--- src/rtl/hazard_scoreboard.sv ---
// Load-use / branch hazard scoreboard with E>M>W operand forwarding selects.
// Define HZ_FWD_EN to enable forwarding; otherwise RAW hazards on E/M/W stall decode.
module hazard_scoreboard #(
  parameter int REG_AW   = 3,
  parameter int LOAD_LAT = 1,
  parameter int BR_LAT   = 2
) (
  input  logic              clk,
  input  logic              reset,
  input  logic              valid_D,
  input  logic [REG_AW-1:0] srcA_D,
  input  logic [REG_AW-1:0] srcB_D,
  input  logic [REG_AW-1:0] dst_D,
  input  logic              regwrite_D,
  input  logic              load_D,
  input  logic              branch_D,
  input  logic [REG_AW-1:0] dst_E,
  input  logic              regwrite_E,
  input  logic [REG_AW-1:0] dst_M,
  input  logic              regwrite_M,
  input  logic [REG_AW-1:0] dst_W,
  input  logic              regwrite_W,
  output logic [1:0]        ForwardA,
  output logic [1:0]        ForwardB,
  output logic              stall_F,
  output logic              stall_D,
  output logic              flush_D,
  output logic              bubble_E
);

  localparam int unsigned NREG = 1 << REG_AW;

  typedef enum logic {IDLE, BR_WAIT} state_t;

  state_t     state;
  logic [3:0] bcnt;
  logic [2:0] cnt [NREG];
  logic       pend_a, pend_b, haz, ld_stall, issue, in_bw;

  assign pend_a   = (srcA_D != '0) && (cnt[srcA_D] != '0);
  assign pend_b   = (srcB_D != '0) && (cnt[srcB_D] != '0);
  assign ld_stall = valid_D && (pend_a || pend_b || haz);
  assign in_bw    = (state == BR_WAIT);
  assign issue    = valid_D && !ld_stall && (state == IDLE);

`ifdef HZ_FWD_EN
  function automatic logic [1:0] fwd(input logic [REG_AW-1:0] src);
    logic [1:0] sel;
    sel = 2'b00;
    if (src != '0) begin
      if (regwrite_E && dst_E == src)      sel = 2'b01;
      else if (regwrite_M && dst_M == src) sel = 2'b10;
      else if (regwrite_W && dst_W == src) sel = 2'b11;
    end
    return sel;
  endfunction

  always_comb begin
    ForwardA = fwd(srcA_D);
    ForwardB = fwd(srcB_D);
    haz      = 1'b0;
  end
`else
  // Without a bypass network any in-flight producer of a source is a hazard.
  function automatic logic raw(input logic [REG_AW-1:0] src);
    return (src != '0) &&
           ((regwrite_E && dst_E == src) ||
            (regwrite_M && dst_M == src) ||
            (regwrite_W && dst_W == src));
  endfunction

  always_comb begin
    ForwardA = '0;
    ForwardB = '0;
    haz      = raw(srcA_D) || raw(srcB_D);
  end
`endif

  // Load stall masks the branch flush: the held decode instruction must survive.
  always_comb begin
    stall_F  = ld_stall || (issue && branch_D) || in_bw;
    stall_D  = ld_stall;
    bubble_E = ld_stall;
    flush_D  = in_bw && !ld_stall;
  end

  always_ff @(posedge clk or posedge reset) begin
    if (reset) begin
      for (int unsigned r = 0; r < NREG; r++) cnt[r] <= '0;
      state <= IDLE;
      bcnt  <= '0;
    end else begin
      for (int unsigned r = 1; r < NREG; r++) begin
        if (issue && load_D && regwrite_D && dst_D == REG_AW'(r))
          cnt[r] <= 3'(LOAD_LAT);
        else if (cnt[r] != '0)
          cnt[r] <= cnt[r] - 3'd1;
      end
      case (state)
        IDLE: begin
          if (issue && branch_D) begin
            state <= BR_WAIT;
            bcnt  <= 4'(BR_LAT);
          end
        end
        BR_WAIT: begin
          bcnt <= bcnt - 4'd1;
          if (bcnt == 4'd1) state <= IDLE;
        end
        default: state <= IDLE;
      endcase
    end
  end

endmodule

--- config.mk ---
export PLATFORM = sky130hd
export DESIGN_NAME = hazard_scoreboard
export DESIGN_NICKNAME = d
export VERILOG_FILES = /design/src/rtl/hazard_scoreboard.sv
export SDC_FILE = /design/constraint.sdc
export NUM_CORES = 1
export LEC_CHECK = 0
export CORE_MARGIN = 2
export CORE_UTILIZATION = 55
export CTS_BUF_LIST = sky130_fd_sc_hd__clkbuf_2 sky130_fd_sc_hd__clkbuf_4 sky130_fd_sc_hd__clkbuf_8
export CTS_CLUSTER_SIZE = 16
export DETAILED_ROUTE_END_ITERATION = 12
export PLACE_DENSITY = 0.82
export SETUP_SLACK_MARGIN = 0.15
export SYNTH_ARGS = -nofsm -noshare
export SYNTH_HDL_FRONTEND = slang
export SYNTH_SLANG_ARGS = --single-unit
--- constraint.sdc ---
create_clock -name clk -period 6.55 [get_ports clk]
set_input_delay 1.6375 -clock clk [delete_from_list [all_inputs] [get_ports clk]]
set_output_delay 1.6375 -clock clk [all_outputs]
set_load 0.1 [all_outputs]
==> Word level (Yosys, flattened, before mapping) <==
Index checks and enable logic that the tools add are counted.
{ "classes": {"n_mux": 25, "reduce_logical": 52, "magnitude_cmp": 2, "add_sub_neg": 8, "eq_ne": 15, "bitwise": 3} }
{ "ops": {"columns": ["cell", "n"], "rows": [
  ["2-to-1 mux 3 bit", 18],
  ["nonzero test 3 bit", 11],
  ["logical AND 1 bit", 24],
  ["subtractor 3 x 1 -> 3 bit (second input constant)", 7],
  ["binary-select mux 3 bit (select 3 bit)", 2],
  ["== test 3 bit", 6],
  ["nonzero test 2 bit", 7],
  ["== test 3 bit (second input constant)", 4],
  ["logical OR 1 bit", 9],
  ["greater-or-equal comparator 4 bit (second input constant)", 2],
  ["NOT 3 -> 4 bit", 2],
  ["one-hot mux 4 bit (2 select lines)", 1],
  ["== test 3 x 2 -> 1 bit (second input constant)", 2],
  ["== test 4 x 1 -> 1 bit (second input constant)", 1],
  ["2-to-1 mux 4 bit", 1],
  ["subtractor 4 x 1 -> 4 bit (second input constant)", 1],
  ["== test 3 x 1 -> 1 bit (second input constant)", 1],
  ["2-to-1 mux 1 bit", 2],
  ["inequality test 2 x 1 -> 1 bit (second input constant)", 1],
  ["one-hot mux 1 bit (2 select lines)", 1],
  ["zero test 1 bit", 1],
  ["NOT 1 bit", 1]
]} }
{ "totals": {"reg_bits": 26, "out_inout_bits": 8, "word_cells": 114} }

==> Logic depth before layout (Yosys ltp) <==
{ "logic_depth": {"ltp_word": 16, "ltp_mapped": 10, "mapped_depth_nobuf": 6} }

==> Least setup slack after synthesis <==
Ideal clock, no wire load.
{ "synth_timing": {"path_type": "input to output", "startpoint": "input srcB_D[1]", "endpoint": "output stall_D", "t_required_ps": 4912, "cell_stages": 10, "arrival_time_ps": 4532, "slack_ps": 380, "n_path_buf": 4, "path_cell_list": "buf_4 -> nor2b_1 -> a21boi_0 -> o32a_1 -> nor4_2 -> and3_1 -> buf_6 -> buf_6 -> nor2_1 -> buf_4"} }
{ "synth_via": {"elab_chain_cells": 9} }
{ "synth_lines": {"columns": ["item", "line_no", "text"], "rows": [
  ["start, declared", "12", "input logic [REG_AW-1:0] srcB_D,"],
  ["NOT 3 -> 4 bit (implied by the code)", "41", "assign pend_b = (srcB_D != '0) && (cnt[srcB_D] != '0);"],
  ["binary-select mux 3 bit (select 3 bit)", "41", null],
  ["2-to-1 mux 3 bit (implied by the code) (2 in series)", "41", null],
  ["nonzero test 3 bit", "41", null],
  ["logical AND 1 bit", "41", null],
  ["logical OR 1 bit", "42", "assign ld_stall = valid_D && (pend_a || pend_b || haz);"],
  ["logical OR 1 bit *", "42", null],
  ["logical AND 1 bit *", "42", null],
  ["end, declared", "26", "output logic stall_D,"]
]} }
Mark *: on every way between the ends. The rest lies on a longest branch, timed or not. The select of a mux whose other input is x is not followed.

==> Final worst setup path <==
{ "layout_timing": {"startpoint": "input srcA_D[1]", "endpoint": "output flush_D"} }
{ "layout_via": {"elab_chain_cells": 11} }
{ "layout_lines": {"columns": ["item", "line_no", "text"], "rows": [
  ["start, declared", "11", "input logic [REG_AW-1:0] srcA_D,"],
  ["NOT 3 -> 4 bit (implied by the code)", "40", "assign pend_a = (srcA_D != '0) && (cnt[srcA_D] != '0);"],
  ["binary-select mux 3 bit (select 3 bit)", "40", null],
  ["2-to-1 mux 3 bit (implied by the code) (2 in series)", "40", null],
  ["nonzero test 3 bit", "40", null],
  ["logical AND 1 bit", "40", null],
  ["logical OR 1 bit", "42", null],
  ["logical OR 1 bit *", "42", null],
  ["logical AND 1 bit *", "42", null],
  ["zero test 1 bit *", "84", "flush_D = in_bw && !ld_stall;"],
  ["logical AND 1 bit *", "84", null],
  ["end, declared", "27", "output logic flush_D,"]
]} }
Marks and branches as above.

==> impl_results.md <==
- CP Data Required Time: roughly 4.9 ns
- Clk network pwr share: 0.110
- Net Sw Frac: 0.439
- Reg2reg start: cnt[12]$_DFFE_PP0P_
- Area Overhead vs Synth: 14.2%
- Final-layout fill cell count: 328
- Met3 Use GR: 0.0274
- Longest Clk Path Bufs: 2
- Most frequent cells in the layout: inv_1 (27), dfrtp_1 (26), clkdlybuf4s50_1 (26)
- # Post-CTS Setup Buffers: 0
- Initial antenna violation count: 0
- Max-slew violations: 0
- Worst rel slew slack: 0.345
- Pre-antenna DRT Iters: 4
- Comb power frac: 0.554
- Met1 Use GR: 0.263
- Hold Fails Final Rpt: 0
- Met2 GRT Util: 0.386
- Largest family of logic cells by synthesized area: compound AO/OA/AOI/OAI gates
- CP endpoint kind: primary output
- Clock Skew: approximately 0.010 ns
- Status: finished, final reports clean
- Worst min path class: flop to flop
- Final Cycle Share: 0.843
- Clock root buffer: clkbuf_8
- CTS buffer count: 3
- Setup TNS: 0 ns
- Sw Pwr: about 0.42 mW
- Area of the mapped netlist: around 0.0021 mm2
- # IOs: 35
- Max VDD drop: between 0.2 and 0.25 mV
- Reg2reg setup slack: ~4.4 ns
- Worst setup SP type: input pin
- Clk_lat worst skew: between 0.2 and 0.3 ns
- Xor and xnor area share after synthesis: 0.114
- Min-Delay Path Depth: 2
- Chip width: 65.3 um
- Share of cells above drive strength 1: 0.0620
- CTS sink count: 26
- Global routing's busiest layer: met2
- Final ANT Viol Nets: 0
- NumNets Final: between 300 and 400
- Max Freq: around 180 MHz
- Largest net degree at the start of global routing: 27
- Cell depth of the worst flop-to-flop path: 7
- # port buffers: 30
- GRT overflow: 0
- Register area share after synthesis: 0.315
- Vias per Instance: 5.61
- Yosys reg bits: 26
- Hold_ws: 0.559 ns
- Post-synth EDFFs: 0
- Core Area: between 0.003 and 0.004 mm2
- Mean Syn Cell Area: between 8 and 9 um2
- CP max FO: 10
- Initial core utilization: 0.569
- Vias: approximately 1700
- Final Critical Period: 5.52 ns
- Multi-input gate area: between 0.001 and 0.0015 mm2
- DRC: 0
- Commonest non-fill, non-tap cell in the layout: inv_1
- WP data arrival: just under 4 ns
- Critical path class: input pin to primary output
- Final WL: 4.26 mm
- Max cap viols: 0
- Final GP Congestion: around 0.75
- First-pass GRT wire length: slightly above 7 mm
- FFs w/ async S/R, synth: 1.00
- Initial DRC Count: 140
- RSZ-0062 raised after global routing: false
- Internal power consumption: roughly 0.54 mW
- Post-synthesis mux area share: 0.0145
- Pwr per Cell Area: slightly above 400 mW/mm2
- Seq pwr share: 0.336
- Compound-Gate Fraction of Synth Area: 0.178
- Reg area: approximately 650 um2
- Ys flop type: dfrtp_1
- Cell count after synthesis: 236
- Setup violations, final: 0
- Detailed Place HPWL: around 3.2 mm
- Static Leakage: between 1 and 1.5 nW
- # rows: 22
- Total track usage: 0.216
- Die Y: roughly 65 um
- Ys Warns: 3
- TritonCTS clock tree: built
- Hold-fix buffers, CTS: 0
- Vias in the first global route: roughly 1600
- Die area: around 0.0043 mm2
- Adder-cell share of the synthesized area: 0.0969
- Unique cell type count in the Yosys netlist: between 40 and 50
- N_diodes: 0
- Post-CTS sizing: 0
- H-Tree Depth: 1
- Critical Path Source: srcA_D[1]
- Routed WL per cell: 13.9 um
- Simple-Gate Fraction of Synth Area: 0.161
- Hold path startpoint: cnt[3]$_DFFE_PP0P_
- Worst-Margin Slew: 0.981 ns
- Worst-path clk slew: approximately 0.090 ns
==> Yosys cell counts (2+ instances only) <==
cell type   n  area [um2]
nor3_1      6        30.0
ha_1       16         200
inv_1      27         101
o22ai_1     2        12.5
nand3_1     3        15.0
o32a_1      2        20.0
nor2b_1     4        25.0
nand3b_1    2        15.0
nand2_1     6        22.5
buf_6       6        67.6
xnor2_1    20         175
buf_4       7        52.6
dfrtp_1    26         651
mux2i_1     3        30.0
nor3b_1     2        15.0
o21ai_0     7        35.0
nor4b_1     2        17.5
and3_1      3        18.8
nand4_1     6        37.5
a21oi_1    21         105
a31oi_1    13        81.3
xor2_1      7        61.3
nor2_1     24        90.1
==> worst max-delay path, stage by stage <==
cell and delay, ns:
clkdlybuf4s50_1 0.73, nand2b_2 0.23, a2bb2oi_2 0.17, o22ai_1 0.11, nor4_2 0.34, and3_1 0.31, o21a_1 0.18, buf_12 0.18
==> layer usage <==
metal | vias to the layer above | part of all wire
met4 | 0 | 0.018
met1 | 808 | 0.44
li1 | 854 | -
met2 | 48 | 0.49
met5 | - | 0
met3 | 7 | 0.053
==> cell families (layout without fill, tap and decap cells) <==
family                     after synthesis  count (layout)
AOI/OAI and AO/OA                       57              57
buffers and inverters                   43              62
other                                    1               4
muxes                                    3               3
adders and majority gates               16              16
xor gates and xnor gates                27              27
and+or+nand+nor                         63              63
DFF                                     26              26
==> power by group through the flow <==
stage	clock network, mW	registers [mW]	logic, mW
after floorplan	0	0.304	0.450
after detailed placement	0	0.326	0.535
after CTS	0.107	0.322	0.539
after global placement	0	0.321	0.510
final	0.106	0.323	0.533
after global routing	0.116	0.336	0.612
==> path summary, 6_finish.rpt <==
| kind | end |
|---|---|
| max | flush_D |
| min | cnt[3]$_DFFE_PP0P_ |
| max reg2reg | bcnt[2]$_DFFE_PP0P_ |
| min reg2reg | cnt[3]$_DFFE_PP0P_ |
| max in group asynchronous | cnt[0]$_DFFE_PP0P_ |
| min in group asynchronous | cnt[3]$_DFFE_PP0P_ |
==> registers in the layout (all words and copies together), names as in the netlist <==
register  flops
cnt          21
bcnt          4
in_bw         1
==> layout make-up <==
| type | instances | share of cell area |
|---|---|---|
| timing repair buffer | 31 | 0.131 |
| multi-input combinational | 170 | 0.501 |
| tap | 48 | 0.0255 |
| clock buffer | 4 | 0.0233 |
| inverter | 27 | 0.0429 |
| sequential | 26 | 0.276 |
==> metrics by stage <==
stage	worst slack [ns]	instances	power, mW	instance area (um2)	utilization
after CTS	1.07	306	0.969	2360	0.649
after global placement	1.12	302	0.831	2300	0.634
after detailed placement	1.07	302	0.861	2300	0.634
after global routing	0.908	306	1.06	2360	0.649
after floorplan	0.380	239	0.755	2080	-
final	1.03	306	0.963	2360	0.649
Power figures use the tool's default switching activity.
